$ cat src/rtl/avm_host_if.sv
// Command/response port and Avalon-MM agent bus of avm_host.
// The master modport is the host side; slave is the command source plus agent side.
interface avm_host_if #(
  parameter int ADDR_WIDTH = 12
);
  logic                  cmd_valid;
  logic                  cmd_ready;
  logic                  cmd_write;
  logic [ADDR_WIDTH-1:0] cmd_address;
  logic [31:0]           cmd_writedata;
  logic [3:0]            cmd_byteenable;
  logic                  rsp_valid;
  logic                  rsp_ready;
  logic [31:0]           rsp_readdata;
  logic [1:0]            rsp_response;
  logic                  rsp_timeout;
  logic                  busy;
  logic [ADDR_WIDTH-1:0] avm_m0_address;
  logic                  avm_m0_read;
  logic                  avm_m0_write;
  logic [3:0]            avm_m0_byteenable;
  logic [31:0]           avm_m0_writedata;
  logic                  avm_m0_waitrequest;
  logic                  avm_m0_readdatavalid;
  logic                  avm_m0_writeresponsevalid;
  logic [31:0]           avm_m0_readdata;
  logic [1:0]            avm_m0_response;

  modport master (
    input  cmd_valid, cmd_write, cmd_address, cmd_writedata, cmd_byteenable, rsp_ready,
           avm_m0_waitrequest, avm_m0_readdatavalid, avm_m0_writeresponsevalid,
           avm_m0_readdata, avm_m0_response,
    output cmd_ready, rsp_valid, rsp_readdata, rsp_response, rsp_timeout, busy,
           avm_m0_address, avm_m0_read, avm_m0_write, avm_m0_byteenable, avm_m0_writedata
  );

  modport slave (
    output cmd_valid, cmd_write, cmd_address, cmd_writedata, cmd_byteenable, rsp_ready,
           avm_m0_waitrequest, avm_m0_readdatavalid, avm_m0_writeresponsevalid,
           avm_m0_readdata, avm_m0_response,
    input  cmd_ready, rsp_valid, rsp_readdata, rsp_response, rsp_timeout, busy,
           avm_m0_address, avm_m0_read, avm_m0_write, avm_m0_byteenable, avm_m0_writedata
  );
endinterface

$ cat src/rtl/avm_host.sv
// Avalon-MM host: one command in, one read/write transfer out, one response back,
// single transaction outstanding, guarded by a watchdog.
module avm_host #(
  parameter int ADDR_WIDTH         = 12,
  parameter int TIMEOUT_CYCLES     = 255,
  parameter int USE_WRITE_RESPONSE = 1
) (
  input  logic        clk,
  input  logic        rst,
  avm_host_if.master  bus
);
  localparam logic [1:0] IDLE = 2'd0;
  localparam logic [1:0] REQ  = 2'd1;
  localparam logic [1:0] RSP  = 2'd2;
  localparam logic [1:0] DONE = 2'd3;

  localparam int              CNT_W    = (TIMEOUT_CYCLES > 0) ? $clog2(TIMEOUT_CYCLES + 1) : 1;
  localparam logic [CNT_W-1:0] TO_LIMIT = CNT_W'(TIMEOUT_CYCLES);
  localparam logic [ADDR_WIDTH-1:0] ADDR_MASK = {{(ADDR_WIDTH-2){1'b1}}, 2'b00};

  logic [1:0]            state_q, state_d;
  logic [CNT_W-1:0]      cnt_q, cnt_d;
  logic                  is_write_q, is_write_d;
  logic [ADDR_WIDTH-1:0] addr_q, addr_d;
  logic [31:0]           wdata_q, wdata_d;
  logic [3:0]            be_q, be_d;
  logic                  read_q, read_d;
  logic                  write_q, write_d;
  logic                  rsp_valid_q, rsp_valid_d;
  logic [31:0]           rsp_readdata_q, rsp_readdata_d;
  logic [1:0]            rsp_response_q, rsp_response_d;
  logic                  rsp_timeout_q, rsp_timeout_d;
  logic                  timeout_hit;

  // The counter saturates at the limit so a late acceptance cannot wrap it past the check.
  assign timeout_hit = (TIMEOUT_CYCLES != 0) && (cnt_q == TO_LIMIT);

  always_comb begin
    state_d        = state_q;
    cnt_d          = cnt_q;
    is_write_d     = is_write_q;
    addr_d         = addr_q;
    wdata_d        = wdata_q;
    be_d           = be_q;
    read_d         = read_q;
    write_d        = write_q;
    rsp_valid_d    = rsp_valid_q;
    rsp_readdata_d = rsp_readdata_q;
    rsp_response_d = rsp_response_q;
    rsp_timeout_d  = rsp_timeout_q;
    if (state_q == REQ || state_q == RSP) begin
      cnt_d = (cnt_q == TO_LIMIT) ? cnt_q : cnt_q + 1'b1;
    end
    case (state_q)
      IDLE: begin
        if (bus.cmd_valid) begin
          state_d    = REQ;
          cnt_d      = '0;
          is_write_d = bus.cmd_write;
          addr_d     = bus.cmd_address & ADDR_MASK;
          wdata_d    = bus.cmd_writedata;
          be_d       = bus.cmd_write ? bus.cmd_byteenable : 4'hF;
          read_d     = !bus.cmd_write;
          write_d    = bus.cmd_write;
        end
      end
      REQ: begin
        if (!bus.avm_m0_waitrequest) begin
          read_d  = 1'b0;
          write_d = 1'b0;
          if (is_write_q && USE_WRITE_RESPONSE == 0) begin
            state_d        = DONE;
            rsp_valid_d    = 1'b1;
            rsp_readdata_d = '0;
            rsp_response_d = 2'b00;
            rsp_timeout_d  = 1'b0;
          end else begin
            state_d = RSP;
          end
        end else if (timeout_hit) begin
          read_d         = 1'b0;
          write_d        = 1'b0;
          state_d        = DONE;
          rsp_valid_d    = 1'b1;
          rsp_readdata_d = '0;
          rsp_response_d = 2'b11;
          rsp_timeout_d  = 1'b1;
        end
      end
      RSP: begin
        if (!is_write_q && bus.avm_m0_readdatavalid) begin
          state_d        = DONE;
          rsp_valid_d    = 1'b1;
          rsp_readdata_d = bus.avm_m0_readdata;
          rsp_response_d = bus.avm_m0_response;
          rsp_timeout_d  = 1'b0;
        end else if (is_write_q && bus.avm_m0_writeresponsevalid) begin
          state_d        = DONE;
          rsp_valid_d    = 1'b1;
          rsp_readdata_d = '0;
          rsp_response_d = bus.avm_m0_response;
          rsp_timeout_d  = 1'b0;
        end else if (timeout_hit) begin
          state_d        = DONE;
          rsp_valid_d    = 1'b1;
          rsp_readdata_d = '0;
          rsp_response_d = 2'b11;
          rsp_timeout_d  = 1'b1;
        end
      end
      default: begin
        if (bus.rsp_ready) begin
          rsp_valid_d = 1'b0;
          state_d     = IDLE;
        end
      end
    endcase
  end

  always_ff @(posedge clk or posedge rst) begin
    if (rst) begin
      state_q        <= IDLE;
      cnt_q          <= '0;
      is_write_q     <= 1'b0;
      addr_q         <= '0;
      wdata_q        <= '0;
      be_q           <= '0;
      read_q         <= 1'b0;
      write_q        <= 1'b0;
      rsp_valid_q    <= 1'b0;
      rsp_readdata_q <= '0;
      rsp_response_q <= 2'b00;
      rsp_timeout_q  <= 1'b0;
    end else begin
      state_q        <= state_d;
      cnt_q          <= cnt_d;
      is_write_q     <= is_write_d;
      addr_q         <= addr_d;
      wdata_q        <= wdata_d;
      be_q           <= be_d;
      read_q         <= read_d;
      write_q        <= write_d;
      rsp_valid_q    <= rsp_valid_d;
      rsp_readdata_q <= rsp_readdata_d;
      rsp_response_q <= rsp_response_d;
      rsp_timeout_q  <= rsp_timeout_d;
    end
  end

  assign bus.cmd_ready         = (state_q == IDLE);
  assign bus.busy              = (state_q != IDLE);
  assign bus.avm_m0_address    = addr_q;
  assign bus.avm_m0_read       = read_q;
  assign bus.avm_m0_write      = write_q;
  assign bus.avm_m0_byteenable = be_q;
  assign bus.avm_m0_writedata  = wdata_q;
  assign bus.rsp_valid         = rsp_valid_q;
  assign bus.rsp_readdata      = rsp_readdata_q;
  assign bus.rsp_response      = rsp_response_q;
  assign bus.rsp_timeout       = rsp_timeout_q;
endmodule

$ cat src/flat_wrapper.sv
// flat-port wrapper written by rule: the top's interface ports become plain ports
module avm_host_flat 
#(
  parameter int ADDR_WIDTH         = 12,
  parameter int TIMEOUT_CYCLES     = 255,
  parameter int USE_WRITE_RESPONSE = 1
)
  (clk, rst, bus_cmd_valid, bus_cmd_write, bus_cmd_address, bus_cmd_writedata, bus_cmd_byteenable, bus_rsp_ready, bus_avm_m0_waitrequest, bus_avm_m0_readdatavalid, bus_avm_m0_writeresponsevalid, bus_avm_m0_readdata, bus_avm_m0_response, bus_cmd_ready, bus_rsp_valid, bus_rsp_readdata, bus_rsp_response, bus_rsp_timeout, bus_busy, bus_avm_m0_address, bus_avm_m0_read, bus_avm_m0_write, bus_avm_m0_byteenable, bus_avm_m0_writedata);
  avm_host_if #(.ADDR_WIDTH(ADDR_WIDTH)) bus_i ();
  input  logic clk;
  input  logic rst;
  input wire logic [$bits(bus_i.cmd_valid)-1:0] bus_cmd_valid;
  input wire logic [$bits(bus_i.cmd_write)-1:0] bus_cmd_write;
  input wire logic [$bits(bus_i.cmd_address)-1:0] bus_cmd_address;
  input wire logic [$bits(bus_i.cmd_writedata)-1:0] bus_cmd_writedata;
  input wire logic [$bits(bus_i.cmd_byteenable)-1:0] bus_cmd_byteenable;
  input wire logic [$bits(bus_i.rsp_ready)-1:0] bus_rsp_ready;
  input wire logic [$bits(bus_i.avm_m0_waitrequest)-1:0] bus_avm_m0_waitrequest;
  input wire logic [$bits(bus_i.avm_m0_readdatavalid)-1:0] bus_avm_m0_readdatavalid;
  input wire logic [$bits(bus_i.avm_m0_writeresponsevalid)-1:0] bus_avm_m0_writeresponsevalid;
  input wire logic [$bits(bus_i.avm_m0_readdata)-1:0] bus_avm_m0_readdata;
  input wire logic [$bits(bus_i.avm_m0_response)-1:0] bus_avm_m0_response;
  output wire logic [$bits(bus_i.cmd_ready)-1:0] bus_cmd_ready;
  output wire logic [$bits(bus_i.rsp_valid)-1:0] bus_rsp_valid;
  output wire logic [$bits(bus_i.rsp_readdata)-1:0] bus_rsp_readdata;
  output wire logic [$bits(bus_i.rsp_response)-1:0] bus_rsp_response;
  output wire logic [$bits(bus_i.rsp_timeout)-1:0] bus_rsp_timeout;
  output wire logic [$bits(bus_i.busy)-1:0] bus_busy;
  output wire logic [$bits(bus_i.avm_m0_address)-1:0] bus_avm_m0_address;
  output wire logic [$bits(bus_i.avm_m0_read)-1:0] bus_avm_m0_read;
  output wire logic [$bits(bus_i.avm_m0_write)-1:0] bus_avm_m0_write;
  output wire logic [$bits(bus_i.avm_m0_byteenable)-1:0] bus_avm_m0_byteenable;
  output wire logic [$bits(bus_i.avm_m0_writedata)-1:0] bus_avm_m0_writedata;
  assign bus_i.cmd_valid = bus_cmd_valid;
  assign bus_i.cmd_write = bus_cmd_write;
  assign bus_i.cmd_address = bus_cmd_address;
  assign bus_i.cmd_writedata = bus_cmd_writedata;
  assign bus_i.cmd_byteenable = bus_cmd_byteenable;
  assign bus_i.rsp_ready = bus_rsp_ready;
  assign bus_i.avm_m0_waitrequest = bus_avm_m0_waitrequest;
  assign bus_i.avm_m0_readdatavalid = bus_avm_m0_readdatavalid;
  assign bus_i.avm_m0_writeresponsevalid = bus_avm_m0_writeresponsevalid;
  assign bus_i.avm_m0_readdata = bus_avm_m0_readdata;
  assign bus_i.avm_m0_response = bus_avm_m0_response;
  assign bus_cmd_ready = bus_i.cmd_ready;
  assign bus_rsp_valid = bus_i.rsp_valid;
  assign bus_rsp_readdata = bus_i.rsp_readdata;
  assign bus_rsp_response = bus_i.rsp_response;
  assign bus_rsp_timeout = bus_i.rsp_timeout;
  assign bus_busy = bus_i.busy;
  assign bus_avm_m0_address = bus_i.avm_m0_address;
  assign bus_avm_m0_read = bus_i.avm_m0_read;
  assign bus_avm_m0_write = bus_i.avm_m0_write;
  assign bus_avm_m0_byteenable = bus_i.avm_m0_byteenable;
  assign bus_avm_m0_writedata = bus_i.avm_m0_writedata;
  avm_host #(.ADDR_WIDTH(ADDR_WIDTH), .TIMEOUT_CYCLES(TIMEOUT_CYCLES), .USE_WRITE_RESPONSE(USE_WRITE_RESPONSE)) u_core (.clk(clk), .rst(rst), .bus(bus_i));
endmodule
$ cat config.mk
export PLATFORM = sky130hd
export DESIGN_NAME = avm_host_flat
export DESIGN_NICKNAME = d
export VERILOG_FILES = /design/src/rtl/avm_host_if.sv /design/src/rtl/avm_host.sv /design/src/flat_wrapper.sv
export SDC_FILE = /design/constraint.sdc
export NUM_CORES = 1
export LEC_CHECK = 0
export CORE_UTILIZATION = 30
export DETAILED_ROUTE_END_ITERATION = 10
export SYNTH_ARGS = -nofsm -noshare
export SYNTH_HDL_FRONTEND = slang
export SYNTH_SLANG_ARGS = --single-unit
$ cat constraint.sdc
create_clock -name clk -period 4.3 [get_ports clk]
set_input_delay 0.86 -clock clk [delete_from_list [all_inputs] [get_ports clk]]
set_output_delay 0.86 -clock clk [all_outputs]
set_load 0.01 [all_outputs]
==> results of run 1 <==
-- power breakdown --
part           switching, mW  internal [mW]  total (mW)
clock network          0.349          0.389       0.738
logic                  0.992           1.11        2.10
registers              0.284           1.30        1.59
-- metrics by stage --
stage	hold WS, ps	instances	worst slack [ps]	util, %	total power [mW]
final	476	838	1500	45.1	4.43
after global routing	493	838	1350	45.1	4.77
after CTS	478	838	1460	45.1	4.49
after detailed placement	461	823	1450	43.3	3.72
after global placement	457	823	1530	43.3	3.66
after floorplan	511	492	963	-	2.65
-- registers in the layout, summed over array words and instances, names as in the netlist --
signal                        flops
u_core.bus.avm_m0_writedata      32
u_core.bus.rsp_readdata          32
u_core.bus.avm_m0_address        10
u_core.cnt_q                      8
u_core.bus.avm_m0_byteenable      4
u_core.bus.rsp_response           2
u_core.state_q                    2
u_core.bus.avm_m0_read            1
u_core.bus.avm_m0_write           1
u_core.bus.rsp_timeout            1
u_core.bus.rsp_valid              1
u_core.is_write_q                 1
-- cell type report --
cell class	instances	share of cell area, %
inverter	45	2.62
clock buffer	10	3.51
multi-input combinational	322	26.4
tap	184	3.52
sequential	95	36.4
clock inverter	5	0.556
timing repair buffer	177	27.0
-- cell usage in the layout, fill, tap and decap left out, types with 2 or more instances in the layout --
cell type / count
sky130_fd_sc_hd__clkdlybuf4s50_1: 173
sky130_fd_sc_hd__nand2_1: 168
sky130_fd_sc_hd__dfrtp_1: 95
sky130_fd_sc_hd__inv_1: 44
sky130_fd_sc_hd__nand3_1: 35
sky130_fd_sc_hd__o211ai_1: 31
sky130_fd_sc_hd__nor2_1: 10
sky130_fd_sc_hd__clkbuf_16: 9
sky130_fd_sc_hd__a31oi_1: 8
sky130_fd_sc_hd__a21oi_1: 7
sky130_fd_sc_hd__ha_1: 6
sky130_fd_sc_hd__nand2b_1: 4
sky130_fd_sc_hd__a211oi_1: 4
sky130_fd_sc_hd__buf_4: 4
sky130_fd_sc_hd__nor3_1: 3
sky130_fd_sc_hd__clkinvlp_4: 3
sky130_fd_sc_hd__and3b_1: 2
sky130_fd_sc_hd__o211ai_2: 2
sky130_fd_sc_hd__nor4_1: 2
sky130_fd_sc_hd__and4_2: 2
sky130_fd_sc_hd__o21ai_0: 2
sky130_fd_sc_hd__xor2_1: 2
sky130_fd_sc_hd__and3_1: 2
sky130_fd_sc_hd__mux2i_1: 2
sky130_fd_sc_hd__o31ai_1: 2
sky130_fd_sc_hd__a221o_1: 2
sky130_fd_sc_hd__nor3b_1: 2
sky130_fd_sc_hd__conb_1: 2
-- synth_stat cells (all sizes together) (3+ instances only) --
| cell | number |
|---|---|
| nand2 | 169 |
| dfrtp | 95 |
| inv | 45 |
| nand3 | 35 |
| o211ai | 33 |
| buf | 24 |
| nor2 | 10 |
| a31oi | 8 |
| a21oi | 7 |
| clkbuf | 6 |
| ha | 6 |
| a211oi | 4 |
| nand2b | 4 |
| and4 | 3 |
| mux2i | 3 |
| nor3 | 3 |
-- cells by family (layout without fill, tap and decap cells) --
| logic type | Yosys count | in the layout | share of synthesized area (%) |
|---|---|---|---|
| AND/OR/NAND/NOR | 241 | 241 | 23.8 |
| flip-flops | 95 | 95 | 53.7 |
| buffers and inverters | 75 | 237 | 7.57 |
| AO/OA/AOI/OAI | 68 | 68 | 11.8 |
| adder cells (fa/ha/maj) | 6 | 6 | 1.70 |
| multiplexers | 3 | 3 | 0.961 |
| XOR/XNOR | 2 | 2 | 0.396 |
| other | 1 | 2 | 0.0847 |
-- per-layer routing --
layer	vias to the layer above	wire, um	GRT usage, %
li1	1928	-	-
met1	1856	5170	19.2
met2	167	4940	23.8
met3	12	1470	7.15
met4	0	189	7.08
met5	-	0	0
-- worst max-delay path: stages, from the launching register on --
cell	delay (ps)
sky130_fd_sc_hd__dfrtp_1	480
sky130_fd_sc_hd__inv_1	110
sky130_fd_sc_hd__ha_1	320
sky130_fd_sc_hd__inv_1	150
sky130_fd_sc_hd__clkdlybuf4s50_1	540
-- how the worst min path moves through the flow --
stage	end	depth (start not counted)
2_1_floorplan	u_core.bus.avm_m0_writedata[28]$_DFFE_PP0P_	2
3_3_place_gp	u_core.bus.avm_m0_writedata[4]$_DFFE_PP0P_	2
3_5_place_dp	u_core.bus.avm_m0_address[9]$_DFFE_PP0P_	2
4_1_cts	u_core.bus.avm_m0_address[9]$_DFFE_PP0P_	2
5_1_grt	u_core.bus.avm_m0_writedata[3]$_DFFE_PP0P_	2
6_report	u_core.bus.avm_m0_address[9]$_DFFE_PP0P_	2
==> metrics.txt, run 1 <==
number of buffers added on ports=roughly 170; Max Buffers Root-to-Sink=2; type of destination of the critical path=output port; DIE AREA=about 15000 um2; setup repair after global routing missed its margin=false; Final Setup Violations=0; largest vdd supply drop=~0.00026 V; grt total ovfl=0; vias in the first global route=about 3800; Maximum Capacitance Violations=0; standard cell core area=14500 um2; latest clock arrival within the worst-skew pair=around 340 ps; share of the synthesized area in the top cell type=a little over half; slack of the worst reg-to-reg path=about 2000 ps; cell area after placement=6270 um2; Worst Setup SP=u_core.state_q[1]$_DFFE_PP0P_; pin count of the biggest net entering global routing=just over 80; minimum clock period=2800 ps; number of different library cells in the post-synthesis netlist=49; Max Freq=about 360 MHz; remaining max-slew budget at the tightest pin=around a fifth; Synth Warn #=0; final count of hold timing violations=0; static power due to leakage=2.91 nW; vias after detailed routing=3963; netlist area before placement=~4400 um2; Max Slew Vio Count=0; terminus of the critical flop-to-flop path=u_core.bus.rsp_readdata[2]$_DFFE_PP0P_; Die Width=about 120 um; number of core rows=44; category of the critical setup timing path=register to output port; DRT antenna net count=0; outcome=complete, no violations; clock input transition at the sequential cells of the worst setup and hold paths=70 ps; largest fanout of any net on the critical path=10; initial cell density of the core=a little under a third; number of cells upsized or downsized after cts=0; clock tree from TritonCTS=yes; detailed-routing iteration count for the pre-antenna-repair pass=4; Hold Path Class=register to register; gr usage total=between 10% and 20%; reg-to-reg critical path startpoint=u_core.state_q[0]$_DFFE_PP0P_; Worst Path Arrival=between 1500 and 2000 ps; Worst Skew=around 8.6 ps; top_reg_cell synth=sky130_fd_sc_hd__dfrtp_1; flop and latch count out of synthesis=95; Post-Synthesis Cells=~500; number of buffers inserted to repair setup after CTS=0; I/O pin cnt=~180; Antenna diodes=0; nets@finish=~750; DR vias/cell=around 4.7; Sequential cell area=between 2000 and 2500 um2; cts bufs inserted=9; final estimated routing congestion in global placement=~0.75; Worst Reg-to-Reg Cells=5; cell types with the largest area share after synthesis=sky130_fd_sc_hd__dfrtp_1 (54%), sky130_fd_sc_hd__nand2_1 (14%), sky130_fd_sc_hd__o211ai_1 (5.3%); root buffer cell=sky130_fd_sc_hd__clkbuf_16; startpoint class of the critical path=register; number of synthesized flops with an enable pin=0; origin of the worst min-delay path=u_core.bus.avm_m0_address[9]$_DFFE_PP0P_; Final Instance Area=around 6500 um2; global-route wire length before repair=approximately 19 mm; initial antenna violation count=0; total DRC errors in the routed layout=0; total wire length=11.8 mm; period utilisation layout=65.1%; detailed-placement wirelength estimate=around 8 mm; clock sinks=95; average size of a mapped cell=roughly 9 um2; Worst Path Required=between 3000 and 4000 ps; Worst Max-Slew Pin Slew=approximately 1200 ps; signed area change from the synthesized netlist to the final layout=47.5%; Synth area leader=sky130_fd_sc_hd__dfrtp_1; layout cell share with drive strength beyond 1=between 4 and 5%; maximum level of the CTS H-tree=3; height of the die=123 um; final setup TNS=0 ps; # fillers=approximately 1400; CP Capture Point=bus_busy; total power divided by cell area=678 nW/um2; average routed wire per standard cell=~14 um; DR iter-0 viols=roughly 180; sequential element share of the synthesized area=a little over half; CTS hold repair buffers=0; multi-input combinational cell area=about 1700 um2; share of flip-flops with an asynchronous set or reset=100%
(Power assumes the default switching activity.)
==> inputs of run 2 (changes only) <==
Clock period 4.3 ns to 2.6 ns, I/O delays scaled along.
==> run 2 against run 1 <==
Critical path depth did not move. Setup slack got worse by 1400 ps. Total power rose by 70%. Cell count rose by 0.48%. Flip-flop and latch count did not move. Critical path type unchanged. Highest routed layer unchanged.
==> metrics.txt, run 2 (synthesis gave the netlist of run 1 again) <==
outcome=complete, no violations; CP cell instances=inv_1, ha_1, inv_1, clkdlybuf4s50_1; final setup TNS=0 ps; logic depth of the worst setup path including buffers=4; relative contribution of sequential cells to total power=about a third; setup repair after global routing missed its margin=false; root buffer cell=sky130_fd_sc_hd__clkbuf_16; maximum level of the CTS H-tree=3; Worst Path Arrival=1930 ps; Worst Path Required=approximately 2100 ps; gr usage total=between 10% and 20%; CTS hold repair buffers=0; cts bufs inserted=9; global-route wire length before repair=~19 mm; average routed wire per standard cell=14.0 um; Final Setup Violations=0; static power due to leakage=approximately 3 nW; reg-to-reg critical path startpoint=u_core.state_q[1]$_DFFE_PP0P_; Max Buffers Root-to-Sink=2; DR vias/cell=between 4 and 5; number of buffers added on ports=around 170; period utilisation layout=a little over nine tenths; stage delay of the slowest cell on the critical path=between 500 and 600 ps; initial cell density of the core=just over 30%; final count of hold timing violations=0; I/O pin cnt=roughly 180; nets@finish=749; vias in the first global route=~4000; standard cell core area=14500 um2; total wire length=roughly 12 mm; pin count of the biggest net entering global routing=between 90 and 100; detailed-placement wirelength estimate=just under 8 mm; most common cell after layout, fill and taps aside=sky130_fd_sc_hd__clkdlybuf4s50_1; DRT antenna net count=0; Hold Path Class=register to register; Final Instance Area=~6600 um2; total power divided by cell area=around 1100 nW/um2; combinational cell fraction of total power=~47%; final estimated routing congestion in global placement=0.718; vias after detailed routing=about 3900; remaining max-slew budget at the tightest pin=62.2%; clock tree from TritonCTS=yes; startpoint class of the critical path=register; origin of the worst min-delay path=u_core.bus.avm_m0_writedata[28]$_DFFE_PP0P_; signed area change from the synthesized netlist to the final layout=49.7%; Worst Reg-to-Reg Cells=6; most frequent cells in the layout=sky130_fd_sc_hd__clkdlybuf4s50_1 (173), sky130_fd_sc_hd__nand2_1 (169), sky130_fd_sc_hd__dfrtp_1 (95); largest vdd supply drop=roughly 0.00044 V; Max Slew Vio Count=0; internal portion of total power=about 4.8 mW; cell with the biggest individual delay on the critical path=sky130_fd_sc_hd__clkdlybuf4s50_1; Worst Max-Slew Pin Slew=between 500 and 600 ps; detailed-routing iteration count for the pre-antenna-repair pass=4; Antenna diodes=0; worst hold path depth=2; Worst Skew=just over 8 ps; category of the critical setup timing path=register to output port; cell total after placement=slightly above 800; # fillers=1372; DIE AREA=approximately 15000 um2; Worst Setup SP=u_core.state_q[0]$_DFFE_PP0P_; minimum clock period=2450 ps; Maximum Capacitance Violations=0; worst setup timing slack at the placement stage=524 ps; Die Width=123 um; CP most frequent cell=sky130_fd_sc_hd__inv_1; height of the die=~120 um; number of buffers inserted to repair setup after CTS=0; latest clock arrival within the worst-skew pair=~340 ps; fraction of power spent switching nets=a little over a third; grt total ovfl=0; largest fanout of any net on the critical path=10; buffers plus inverters on the worst setup path=3; number of cells upsized or downsized after cts=0; family with the most delay on the worst path=buffers and inverters; number of core rows=44; type of destination of the critical path=output port; layout cell share with drive strength beyond 1=between 5 and 6%; total DRC errors in the routed layout=0; Max Freq=just over 400 MHz; power dissipated by switching net loads=about 2.7 mW; DR iter-0 viols=between 150 and 200; clock input transition at the sequential cells of the worst setup and hold paths=70 ps; initial antenna violation count=0; clock group share of total power=a little under a fifth; final cell count without fillers=842; final critical-path setup slack=145 ps; clock sinks=95; cell area after placement=~6300 um2; post-layout utilization of the core=between 40% and 50%
[run 2: changes by cell type in the layout (fill, tap and decap cells not counted), sizes merged]
cell,before,now
buf,4,7
bufinv,0,1
inv,45,47
clkinvlp,3,2
clkbuf,10,9
[run 2: worst paths after layout]
| path | to | slack (ps) |
|---|---|---|
| setup / recovery | bus_busy | 150 |
| hold / removal | u_core.bus.avm_m0_writedata[28]$_DFFE_PP0P_ | 470 |
| setup reg to reg | u_core.bus.rsp_readdata[21]$_DFFE_PP0P_ | 570 |
| hold reg to reg | u_core.bus.avm_m0_writedata[28]$_DFFE_PP0P_ | 470 |
| max in group asynchronous | u_core.bus.rsp_readdata[5]$_DFFE_PP0P_ | 1500 |
| min in group asynchronous | u_core.bus.rsp_readdata[29]$_DFFE_PP0P_ | 620 |
[run 2: layout make-up]
cell class | count | area [um2] | share of cell area, %
clock buffer | 9 | 225 | 3.40
clock inverter | 7 | 77.6 | 1.17
sequential | 95 | 2380 | 35.9
timing repair buffer | 180 | 1820 | 27.5
multi-input combinational | 322 | 1720 | 26.0
inverter | 45 | 173 | 2.61
tap | 184 | 230 | 3.47
[run 2: power groups by stage]
stage / Sequential (mW) / Combinational [mW] / Clock (mW)
6_report: 2.62 / 3.54 / 1.36
5_1_grt: 2.72 / 3.92 / 1.46
4_1_cts: 2.62 / 3.58 / 1.40
3_5_place_dp: 2.63 / 3.56 / 0
3_3_place_gp: 2.60 / 3.50 / 0
2_1_floorplan: 2.88 / 1.50 / 0
[run 2: layer usage]
metal	track usage (%)	wire [um]	up-vias
met3	6.37	1330	15
met2	23.5	4960	157
met1	20.6	5340	1828
li1	-	-	1933
met4	6.17	186	0
met5	0	0	-
[run 2: metrics by stage]
step | power, mW | hold WS, ps
6_report | 7.51 | 474
2_1_floorplan | 4.38 | 511
3_5_place_dp | 6.20 | 461
4_1_cts | 7.60 | 477
5_1_grt | 8.09 | 503
3_3_place_gp | 6.10 | 459
[run 2: worst reg2reg max path, cell delays in order (launching register included)]
cell and delay (ps):
sky130_fd_sc_hd__dfrtp_1 470, sky130_fd_sc_hd__inv_1 120, sky130_fd_sc_hd__ha_1 340, sky130_fd_sc_hd__nor2_1 150
sky130_fd_sc_hd__o32ai_4 270, sky130_fd_sc_hd__buf_4 380, sky130_fd_sc_hd__o211ai_1 170
==> inputs of run 3 (changes only) <==
Settings changed: CORE_UTILIZATION 30 to 44, PLACE_DENSITY set to 0.81.
==> run 3 against run 2 <==
Core utilization is 21 points higher. Combinational power hardly changed. Setup slack hardly changed. Sequential share of layout area is 0.79 points higher. Sequential power hardly changed. Non-clock buffer count stayed put. Hold slack better by 8.3 ps. Wire length is 3.6% lower. Die area is 31% lower. Clock skew is 7.2 ps higher. Cell count is 5.9% lower. Via count is 2.7% higher.
==> metrics.txt, run 3 (synthesis gave the netlist of run 1 again) <==
number of buffers added on ports=roughly 170; terminus of the critical flop-to-flop path=u_core.bus.rsp_readdata[20]$_DFFE_PP0P_; average routed wire per standard cell=about 14 um; endpoint of the worst hold path=u_core.bus.avm_m0_writedata[8]$_DFFE_PP0P_; total DRC errors in the routed layout=0; Maximum Capacitance Violations=0; power dissipated by switching net loads=between 2 and 3 mW; clock tree from TritonCTS=yes; Worst Path Required=2080 ps; Max Freq=between 400 and 500 MHz; grt total ovfl=0; combinational cell fraction of total power=between 40% and 50%; maximum level of the CTS H-tree=3; latest clock arrival within the worst-skew pair=360 ps; Worst Reg-to-Reg Cells=5; DR iter-0 viols=156; setup repair after global routing missed its margin=false; Antenna diodes=0; standard cell core area=around 9800 um2; type of destination of the critical path=output port; fraction of power spent switching nets=around 37%; pin count of the biggest net entering global routing=96; reg-to-reg critical path startpoint=u_core.state_q[1]$_DFFE_PP0P_; largest fanout of any net on the critical path=10; outcome=complete, no violations; DIE AREA=10500 um2; startpoint class of the critical path=register; internal portion of total power=about 4.5 mW; layout cell share with drive strength beyond 1=under 10%; category of the critical setup timing path=register to output port; gr usage total=about 22%; root buffer cell=sky130_fd_sc_hd__clkbuf_8; Final Setup Violations=0; WHS=around 480 ps; nets@finish=750; number of core rows=36; global-route wire length before repair=around 18 mm; slack of the worst reg-to-reg path=~400 ps; vias after detailed routing=~4000; clock input transition at the sequential cells of the worst setup and hold paths=about 90 ps; final setup TNS=0 ps; detailed-routing iteration count for the pre-antenna-repair pass=4; clock group share of total power=between 10% and 20%; origin of the worst min-delay path=u_core.bus.avm_m0_writedata[8]$_DFFE_PP0P_; DR vias/cell=roughly 5; worst hold path depth=2; Die Width=slightly above 100 um; initial antenna violation count=0; cts bufs inserted=9; Max Slew Vio Count=0; static power due to leakage=2.91 nW; total wire length=about 11 mm; largest vdd supply drop=around 0.0006 V; # fillers=just under 800; most frequent cells in the layout=sky130_fd_sc_hd__clkdlybuf4s50_1 (173), sky130_fd_sc_hd__nand2_1 (169), sky130_fd_sc_hd__dfrtp_1 (95); relative contribution of sequential cells to total power=roughly 37%; detailed-placement wirelength estimate=7.65 mm; clock sinks=95; Worst Path Arrival=a little under 2000 ps; final count of hold timing violations=0; remaining max-slew budget at the tightest pin=between 40% and 50%; height of the die=between 100 and 150 um; signed area change from the synthesized netlist to the final layout=46.5%; I/O pin cnt=between 150 and 200; initial cell density of the core=between 40% and 50%; DRT antenna net count=0; Max Buffers Root-to-Sink=2; Worst Max-Slew Pin Slew=a little under 800 ps; final estimated routing congestion in global placement=about 0.78; vias in the first global route=approximately 3900; CTS hold repair buffers=0; period utilisation layout=between 90 and 100%; total power divided by cell area=between 1000 and 1500 nW/um2; Worst Skew=approximately 15 ps; Hold Path Class=register to register; most common cell after layout, fill and taps aside=sky130_fd_sc_hd__clkdlybuf4s50_1; minimum clock period=2450 ps
==> run 3: cell types whose count changed in the layout (fill, tap and decap cells not counted), sizes merged <==
| cell | delta |
|---|---|
| clkinvlp | +1 |
| clkbuf | +3 |
| inv | -3 |
| clkinv | -1 |
| o32ai | +1 |
==> run 3: area by class of cell <==
| type | instances | area [um2] | area share (%) |
|---|---|---|---|
| clock inverters | 4 | 53.8 | 0.830 |
| inverters | 45 | 173 | 2.66 |
| flip-flops and latches | 95 | 2380 | 36.7 |
| repair buffers | 180 | 1810 | 27.9 |
| clock buffers | 12 | 155 | 2.39 |
| multi-input cells | 323 | 1750 | 27.0 |
| well taps | 133 | 166 | 2.57 |
==> run 3: metal layers <==
metal / vias to the layer above / part of all wire [%] / track usage [%]
met4: 0 / 1.4 / 7.58
met1: 1922 / 42 / 27.7
met2: 158 / 46 / 35.5
met3: 14 / 10 / 8.41
li1: 1947 / - / -
met5: - / 0 / 0
==> run 3: repair_timing <==
item	in CTS	in global routing
setup buffers	0	0
resized for setup	0	1
endpoints found under the setup margin	0	32
==> run 3: how the worst max path moves through the flow <==
| stage | startpoint | to | slack (ps) | cells after the start |
|---|---|---|---|---|
| floorplan | u_core.state_q[1]$_DFFE_PP0P_ | u_core.bus.rsp_valid$_DFFE_PP0P_ | 870 | 6 |
| global placement | u_core.state_q[1]$_DFFE_PP0P_ | u_core.bus.rsp_readdata[11]$_DFFE_PP0P_ | 230 | 5 |
| detailed placement | u_core.state_q[1]$_DFFE_PP0P_ | u_core.bus.rsp_readdata[20]$_DFFE_PP0P_ | 110 | 5 |
| CTS | u_core.state_q[1]$_DFFE_PP0P_ | u_core.bus.rsp_readdata[20]$_DFFE_PP0P_ | 90 | 5 |
| global route | u_core.state_q[0]$_DFFE_PP0P_ | bus_busy | 30 | 4 |
| finish | u_core.state_q[0]$_DFFE_PP0P_ | bus_busy | 150 | 4 |
==> run 3: metrics by stage <==
step | std cells | setup slack, ps | cell area (um2) | util (%) | power (mW)
5_1_grt | 792 | 32.8 | 6480 | 66.3 | 7.73
6_report | 792 | 145 | 6480 | 66.3 | 7.17
4_1_cts | 791 | 93.5 | 6460 | 66.1 | 7.21
3_5_place_dp | 775 | 108 | 6250 | 63.9 | 6.16
3_3_place_gp | 775 | 230 | 6250 | 63.9 | 6.03
2_1_floorplan | 492 | 865 | 4440 | - | 4.38
==> run 3: power by group through the flow <==
stage               clock, mW  sequential (mW)  combinational, mW
floorplan                   0             2.88               1.50
global placement            0             2.60               3.43
detailed placement          0             2.64               3.52
CTS                      1.05             2.62               3.54
global route             1.10             2.71               3.92
finish                   1.02             2.62               3.54
==> run 3: worst max-delay path, stage by stage, from the launching register on <==
cell                              delay (ps)
sky130_fd_sc_hd__dfrtp_1                 450
sky130_fd_sc_hd__inv_1                   120
sky130_fd_sc_hd__ha_1                    320
sky130_fd_sc_hd__inv_1                   140
sky130_fd_sc_hd__clkdlybuf4s50_1         550
